File: src/rtl/cpu_pkg.sv
// cpu_pkg: shared state encodings, counter width default and channel indices for the perf counter bank
// Holds ST_* codes for state_o, the state_t enum used by the FSM, and CH_* display channel indices.
package cpu_pkg;
  localparam logic [1:0] ST_IDLE = 2'b00;
  localparam logic [1:0] ST_RUN = 2'b01;
  localparam logic [1:0] ST_HALT = 2'b10;
  typedef enum logic [1:0] {S_IDLE = ST_IDLE, S_RUN = ST_RUN, S_HALT = ST_HALT} state_t;
  localparam int CNT_W_DEF = 32;
  localparam int CH_CYCLE = 0;
  localparam int CH_UNCOND = 1;
  localparam int CH_COND = 2;
  localparam int CH_COND_TAKEN = 3;
endpackage

File: src/rtl/perf_counter_bank_if.sv
// perf_counter_bank_if: control and readout bundle between the CPU datapath and the counter bank
// master drives tick/start/halt/clr/inc/snap/rd_sel and observes rd_data/sat_flags/state_o; slave is the bank.
interface perf_counter_bank_if #(
  parameter int NUM_CH = 4,
  parameter int CNT_W = 32,
  parameter int SEL_W = 2
);
  logic tick;
  logic start;
  logic halt;
  logic clr;
  logic snap;
  logic [NUM_CH-1:0] inc;
  logic [SEL_W-1:0] rd_sel;
  logic [CNT_W-1:0] rd_data;
  logic [NUM_CH-1:0] sat_flags;
  logic [1:0] state_o;
  modport master (
    output tick, start, halt, clr, snap, inc, rd_sel,
    input rd_data, sat_flags, state_o
  );
  modport slave (
    input tick, start, halt, clr, snap, inc, rd_sel,
    output rd_data, sat_flags, state_o
  );
endinterface

File: src/rtl/perf_counter_cell.sv
// perf_counter_cell: one CNT_W event counter with saturate-or-wrap overflow and a sticky all-ones flag
// Ports: clk, rst (async, active-high), clr (sync clear), en (counting qualifier), inc (event),
//        cnt (count value), sat (sticky: cnt has reached all-ones).
module perf_counter_cell #(
  parameter int CNT_W = 32,
  parameter bit SAT_MODE = 1'b1
) (
  input logic clk,
  input logic rst,
  input logic clr,
  input logic en,
  input logic inc,
  output logic [CNT_W-1:0] cnt,
  output logic sat
);
  logic [CNT_W-1:0] nxt;
  assign nxt = (SAT_MODE && &cnt) ? cnt : cnt + CNT_W'(1);
  always_ff @(posedge clk or posedge rst)
    if (rst) begin
      cnt <= '0;
      sat <= 1'b0;
    end else if (clr) begin
      cnt <= '0;
      sat <= 1'b0;
    end else if (en && inc) begin
      cnt <= nxt;
      sat <= sat | (&nxt);
    end
endmodule

File: src/rtl/perf_counter_bank.sv
// perf_counter_bank: NUM_CH event counters with IDLE/RUN/HALTED control and an atomic snapshot readout
// Ports: clk, rst (async, active-high); bus (slave modport) takes tick/start/halt/clr/inc/snap/rd_sel
//        and returns rd_data (snapshot[rd_sel], 0 when out of range), sat_flags and state_o.
module perf_counter_bank
  import cpu_pkg::*;
#(
  parameter int NUM_CH = 4,
  parameter int CNT_W = CNT_W_DEF,
  parameter bit SAT_MODE = 1'b1,
  parameter bit CYCLE_CH0 = 1'b1,
  parameter int SEL_W = 2
) (
  input logic clk,
  input logic rst,
  perf_counter_bank_if.slave bus
);
  state_t state, nxt;
  logic en, to_halt, pend;
  logic [CNT_W-1:0] cnt [NUM_CH];
  logic [CNT_W-1:0] snapshot [NUM_CH];
  logic [NUM_CH-1:0] sat;
  always_ff @(posedge clk or posedge rst)
    if (rst) state <= S_IDLE;
    else state <= nxt;
  always_comb begin
    to_halt = !bus.clr && state == S_RUN && bus.halt && bus.tick;
    nxt = bus.clr ? S_IDLE : to_halt ? S_HALT : (state == S_IDLE && bus.start) ? S_RUN : state;
    en = state == S_RUN && bus.tick;
  end
  for (genvar i = 0; i < NUM_CH; i++) begin : g_ch
    perf_counter_cell #(.CNT_W(CNT_W), .SAT_MODE(SAT_MODE)) u_cell (
      .clk(clk),
      .rst(rst),
      .clr(bus.clr),
      .en(en),
      .inc((i == CH_CYCLE && CYCLE_CH0) ? 1'b1 : bus.inc[i]),
      .cnt(cnt[i]),
      .sat(sat[i])
    );
  end
  // The halt edge itself still updates the counters, so the auto-snapshot is taken
  // one edge later from the now-frozen values.
  always_ff @(posedge clk or posedge rst)
    if (rst) begin
      pend <= 1'b0;
      snapshot <= '{default: '0};
    end else if (bus.clr) begin
      pend <= 1'b0;
      snapshot <= '{default: '0};
    end else begin
      pend <= to_halt;
      if (bus.snap || pend) snapshot <= cnt;
    end
  assign bus.rd_data = (int'(bus.rd_sel) < NUM_CH) ? snapshot[bus.rd_sel] : '0;
  assign bus.sat_flags = sat;
  assign bus.state_o = state;
endmodule

File: src/flat_wrapper.sv
// flat-port wrapper written by rule: the top's interface ports become plain ports
module perf_counter_bank_flat import cpu_pkg::*;
#(
  parameter int NUM_CH = 4,
  parameter int CNT_W = CNT_W_DEF,
  parameter bit SAT_MODE = 1'b1,
  parameter bit CYCLE_CH0 = 1'b1,
  parameter int SEL_W = 2
)
  (clk, rst, bus_tick, bus_start, bus_halt, bus_clr, bus_snap, bus_inc, bus_rd_sel, bus_rd_data, bus_sat_flags, bus_state_o);
  perf_counter_bank_if #(.NUM_CH(NUM_CH), .CNT_W(CNT_W), .SEL_W(SEL_W)) bus_i ();
  input logic clk;
  input logic rst;
  input wire logic [$bits(bus_i.tick)-1:0] bus_tick;
  input wire logic [$bits(bus_i.start)-1:0] bus_start;
  input wire logic [$bits(bus_i.halt)-1:0] bus_halt;
  input wire logic [$bits(bus_i.clr)-1:0] bus_clr;
  input wire logic [$bits(bus_i.snap)-1:0] bus_snap;
  input wire logic [$bits(bus_i.inc)-1:0] bus_inc;
  input wire logic [$bits(bus_i.rd_sel)-1:0] bus_rd_sel;
  output wire logic [$bits(bus_i.rd_data)-1:0] bus_rd_data;
  output wire logic [$bits(bus_i.sat_flags)-1:0] bus_sat_flags;
  output wire logic [$bits(bus_i.state_o)-1:0] bus_state_o;
  assign bus_i.tick = bus_tick;
  assign bus_i.start = bus_start;
  assign bus_i.halt = bus_halt;
  assign bus_i.clr = bus_clr;
  assign bus_i.snap = bus_snap;
  assign bus_i.inc = bus_inc;
  assign bus_i.rd_sel = bus_rd_sel;
  assign bus_rd_data = bus_i.rd_data;
  assign bus_sat_flags = bus_i.sat_flags;
  assign bus_state_o = bus_i.state_o;
  perf_counter_bank #(.NUM_CH(NUM_CH), .CNT_W(CNT_W), .SAT_MODE(SAT_MODE), .CYCLE_CH0(CYCLE_CH0), .SEL_W(SEL_W)) u_core (.clk(clk), .rst(rst), .bus(bus_i));
endmodule
File: config.mk
export PLATFORM = sky130hd
export DESIGN_NAME = perf_counter_bank_flat
export DESIGN_NICKNAME = d
export VERILOG_FILES = /design/src/rtl/cpu_pkg.sv /design/src/rtl/perf_counter_bank_if.sv /design/src/rtl/perf_counter_cell.sv /design/src/rtl/perf_counter_bank.sv /design/src/flat_wrapper.sv
export SDC_FILE = /design/constraint.sdc
export NUM_CORES = 1
export LEC_CHECK = 0
export ABC_AREA = 1
export CORE_MARGIN = 4
export CORE_UTILIZATION = 55
export CTS_CLUSTER_DIAMETER = 60
export DETAILED_ROUTE_END_ITERATION = 7
export PLACE_DENSITY_LB_ADDON = 0.25
export SYNTH_ARGS = -nofsm -noshare
export SYNTH_HDL_FRONTEND = slang
export SYNTH_SLANG_ARGS = --single-unit
File: constraint.sdc
create_clock -name clk -period 10.4 [get_ports clk]
set_clock_uncertainty 0.2 [all_clocks]
set_input_delay 3.12 -clock clk [delete_from_list [all_inputs] [get_ports clk]]
set_output_delay 3.12 -clock clk [all_outputs]
set_load 0.01 [all_outputs]
==> summary.txt <==
========================================================================================
Post-cts resize count                                                                  0
Wire length of the first global-routing pass                                    80900 um
Number of detailed-routing iterations run before antenna repair                        6
Worst-margin pin slew                                                            1.22 ns
Relative contribution of combinational cells to total power                         7.0%
Startpoint of the tightest hold check path                                  u_core.snapshot[38]
Die area                                                                       31700 um2
Highest cell delay on the worst timing path                                      0.80 ns
Portion of the clock cycle consumed by the worst path in the final layout          84.8%
Share of power burned in the clock network                                         46.8%
Via count of the first global-routing pass                                         14.4k
Number of rows created at floorplan                                                   61
DR vias                                                                            15.7k
Clock-pin slew on the worst setup and hold paths                                 0.06 ns
Leakage power                                                                 0.00742 uW
Post-CTS setup repair buffer count                                                     0
Sort of element at the end of the critical path                             primary output
Average routed wire per standard cell                                            19.4 um
Die width                                                                         178 um
Internal power contribution                                                      1690 uW
Proportion of power drawn by flip-flops and latches                                46.2%
CTS sink cnt                                                                         263
Share of the yosys chip area belonging to registers                                41.4%
Count of nets left with antenna violations after detail routing                        0
# Max-Cap Violations                                                                   0
Overall Global Routing Usage                                                       32.5%
CTS Hold Bufs                                                                          0
Peak supply drop                                                                0.127 mV
Fraction of layout instances using a drive strength above 1                        4.29%
FF-to-FF Start                                                              u_core.bus.state_o[1]
Total overflow reported by the global router                                           0
Global placement routability congestion                                            0.974
Starting density of the core                                                       56.5%
Area of the mapped netlist                                                     15900 um2
CP max FO                                                                             41
Path type of the worst setup path                                           input pin to primary output
Total area of multi-input combinational cells                                   8120 um2
Status                                                                         completed
Switching Fraction                                                                 24.5%
Kind of start point of the critical path                                       input pin
Combined flip-flop and latch cell area                                          6580 um2
CP bufs+invs                                                                           4
#FFs+latches synth                                                                   263
Area grow syn2layout                                                               9.62%
DRC violation total after the first TritonRoute iteration                           1803
Number of buffers inserted during clock tree synthesis                                29
Arrival @ worst endpoint                                                         5.50 ns
Synthesized net count                                                               2311
PortBufs                                                                              49
Number of inserted filler cells in the final layout                                 2622
P_sw                                                                              548 uW
DIE HEIGHT                                                                        178 um
DRC errors left                                                                        0
RSZ-0062 raised after global routing                                                  no
Clock period minus final worst setup slack                                       8.82 ns
Net count of the finished layout                                                    2283
Core footprint                                                                 28200 um2
Library cell used as clock root buffer                                         clkbuf_16
Cell Chain, Critical Path                                                   buf_2 -> clkinv_1 -> buf_4 -> o21ai_0 -> o22ai_1 -> clkdlybuf4s50_1
HPWL after detailed placement                                                   37700 um
# H-tree levels                                                                        1
Number of unique standard cell types used by synthesis                                36
Overall routed net length                                                       51700 um
Fin Setup TNS                                                                       0 ns
Final design instance area without fill                                        17400 um2
Post-detailed-placement cell area                                              16500 um2
Crit-path slowest cell                                                          clkinv_1
Number of hold-slack violations in the final timing report                             0
Count of warnings emitted by yosys                                                     0
Cell count after synthesis                                                          2294
Worst min-delay path category                                               register to register
Peak clock frequency supported by timing                                       0.113 GHz
TritonCTS clock tree                                                               built
Total count of max-transition violations in the final report                           0
CP top delay family                                                         buffers and inverters
Power density of the placed cells                                             128 nW/um2
Required time at the worst-slack endpoint                                        7.08 ns
Largest net degree at the start of global routing                                    184
Initial antenna violation count                                                        0
Synth Area per Inst                                                             6.93 um2
Diodes inserted                                                                        0
Ratio of routed vias to standard cells                                              5.90
Maximum count of clock buffers along a single path                                     3
Max transition margin                                                              18.7%
Final count of negative-setup-slack endpoints                                          0
Crit path launch                                                            bus_rd_sel[0]
I/O pin total                                                                         51
Worst skew pair latency                                                          0.56 ns
========================================================================================
-- sequential cells by signal, summed over array words and instances (netlist names) --
name and flops:
u_core.g_ch.u_cell.sat 4, u_core.pend 1, u_core.bus.state_o 2, u_core.snapshot 128, u_core.g_ch.u_cell.cnt 128
-- power by group through the flow --
stage / Sequential [uW] / Combinational, uW / Clock [uW]
after floorplan: 1050 / 99.6 / 0
after global placement: 1050 / 151 / 0
after detailed placement: 1050 / 155 / 0
after global routing: 1030 / 172 / 1100
after CTS: 1030 / 155 / 1060
final: 1030 / 156 / 1050
-- worst register-to-register path: stages (launching register included) --
cell	delay (ns)
dfrtp_1	0.38
inv_1	0.09
nand3_1	0.21
inv_1	0.44
nand2_1	0.14
inv_1	0.76
nand2_1	0.43
a21oi_1	0.22
o21bai_1	0.12
-- path summary, 6_finish.rpt --
check	to	slack (ns)	depth (start not counted)
worst max register to register	u_core.g_ch[3].u_cell.cnt[13]	7.31	8
worst max-delay path	bus_rd_data[31]	1.58	6
max in group asynchronous	u_core.g_ch[2].u_cell.cnt[6]	5.65	3
min in group asynchronous	u_core.snapshot[29]	2.86	2
worst min-delay path	u_core.snapshot[38]	0.30	2
worst min register to register	u_core.snapshot[38]	0.30	2
-- synth_stat cells --
master	instances	share of area, %
a21oi_1	11	0.35
a21oi_2	1	0.055
and2_1	3	0.12
buf_1	6	0.14
buf_2	7	0.22
buf_4	4	0.19
buf_6	5	0.35
clkbuf_1	100	2.4
clkinv_1	2	0.047
clkinv_2	1	0.031
dfrtp_1	263	41
ha_1	4	0.31
inv_1	177	4.2
inv_2	3	0.071
nand2_1	644	15
nand2_2	13	0.51
nand2_4	2	0.14
nand3_1	275	8.7
nand3_2	2	0.13
nand3_4	1	0.11
nand3b_1	2	0.094
nand4_1	16	0.63
nor2_1	334	7.9
nor2_2	4	0.16
nor2_4	3	0.21
nor2_8	2	0.25
o21ai_0	192	6.0
o21ai_1	5	0.16
o21ai_2	2	0.11
o21bai_1	1	0.047
o22ai_1	43	1.7
o31ai_1	123	5.8
o32ai_1	1	0.055
or2_2	1	0.039
xnor2_1	1	0.055
xor2_1	40	2.2
-- placed cells by master, fill, tap and decap left out, types with 5 or more instances in the layout --
master | Yosys | routed
o21ai_0 | 192 | 192
clkbuf_1 | 100 | 5
a21oi_1 | 11 | 11
nand3_1 | 275 | 275
buf_4 | 4 | 14
clkbuf_8 | 0 | 6
xor2_1 | 40 | 40
o22ai_1 | 43 | 43
clkbuf_16 | 0 | 29
nand2_1 | 644 | 644
o31ai_1 | 123 | 123
inv_1 | 177 | 176
nand2_2 | 13 | 13
nor2_1 | 334 | 332
nor2_2 | 4 | 5
clkdlybuf4s50_1 | 0 | 47
nand4_1 | 16 | 16
o21ai_1 | 5 | 5
dfrtp_1 | 263 | 263
-- metal layers --
| metal | share of wire, % | GRT usage (%) |
|---|---|---|
| met4 | 4.3 | 11.4 |
| met5 | 0 | 0 |
| met2 | 44 | 50.0 |
| met3 | 8.6 | 5.40 |
| met1 | 43 | 46.9 |
-- layout make-up --
cell class | instances | share of cell area, %
Tap cell | 378 | 2.71
Clock inverter | 9 | 0.746
Timing Repair Buffer | 63 | 3.45
Multi-Input combinational cell | 1726 | 46.6
Clock buffer | 40 | 4.74
Sequential cell | 263 | 37.8
Inverter | 183 | 4.00
-- logic make-up (layout without fill, tap and decap cells) --
family	Yosys count	count (layout)	synth area share, %
buf+inv	305	295	7.59
xor+xnor	41	41	2.26
simple gates	1302	1302	34.1
flops	263	263	41.4
compound gates	379	379	14.3
fa+ha+maj	4	4	0.315
-- per-stage QoR --
step	hold slack (ns)	util (%)	power, uW	setup WS (ns)	cells
after floorplan	0.273	-	1150	3.15	2294
after global placement	0.289	58.5	1200	1.75	2613
after detailed placement	0.292	58.5	1210	1.69	2613
after CTS	0.306	61.9	2250	1.63	2662
after global routing	0.328	61.9	2310	1.41	2662
final	0.305	61.9	2240	1.58	2662
Note: power is estimated with default switching activity, not from simulation.
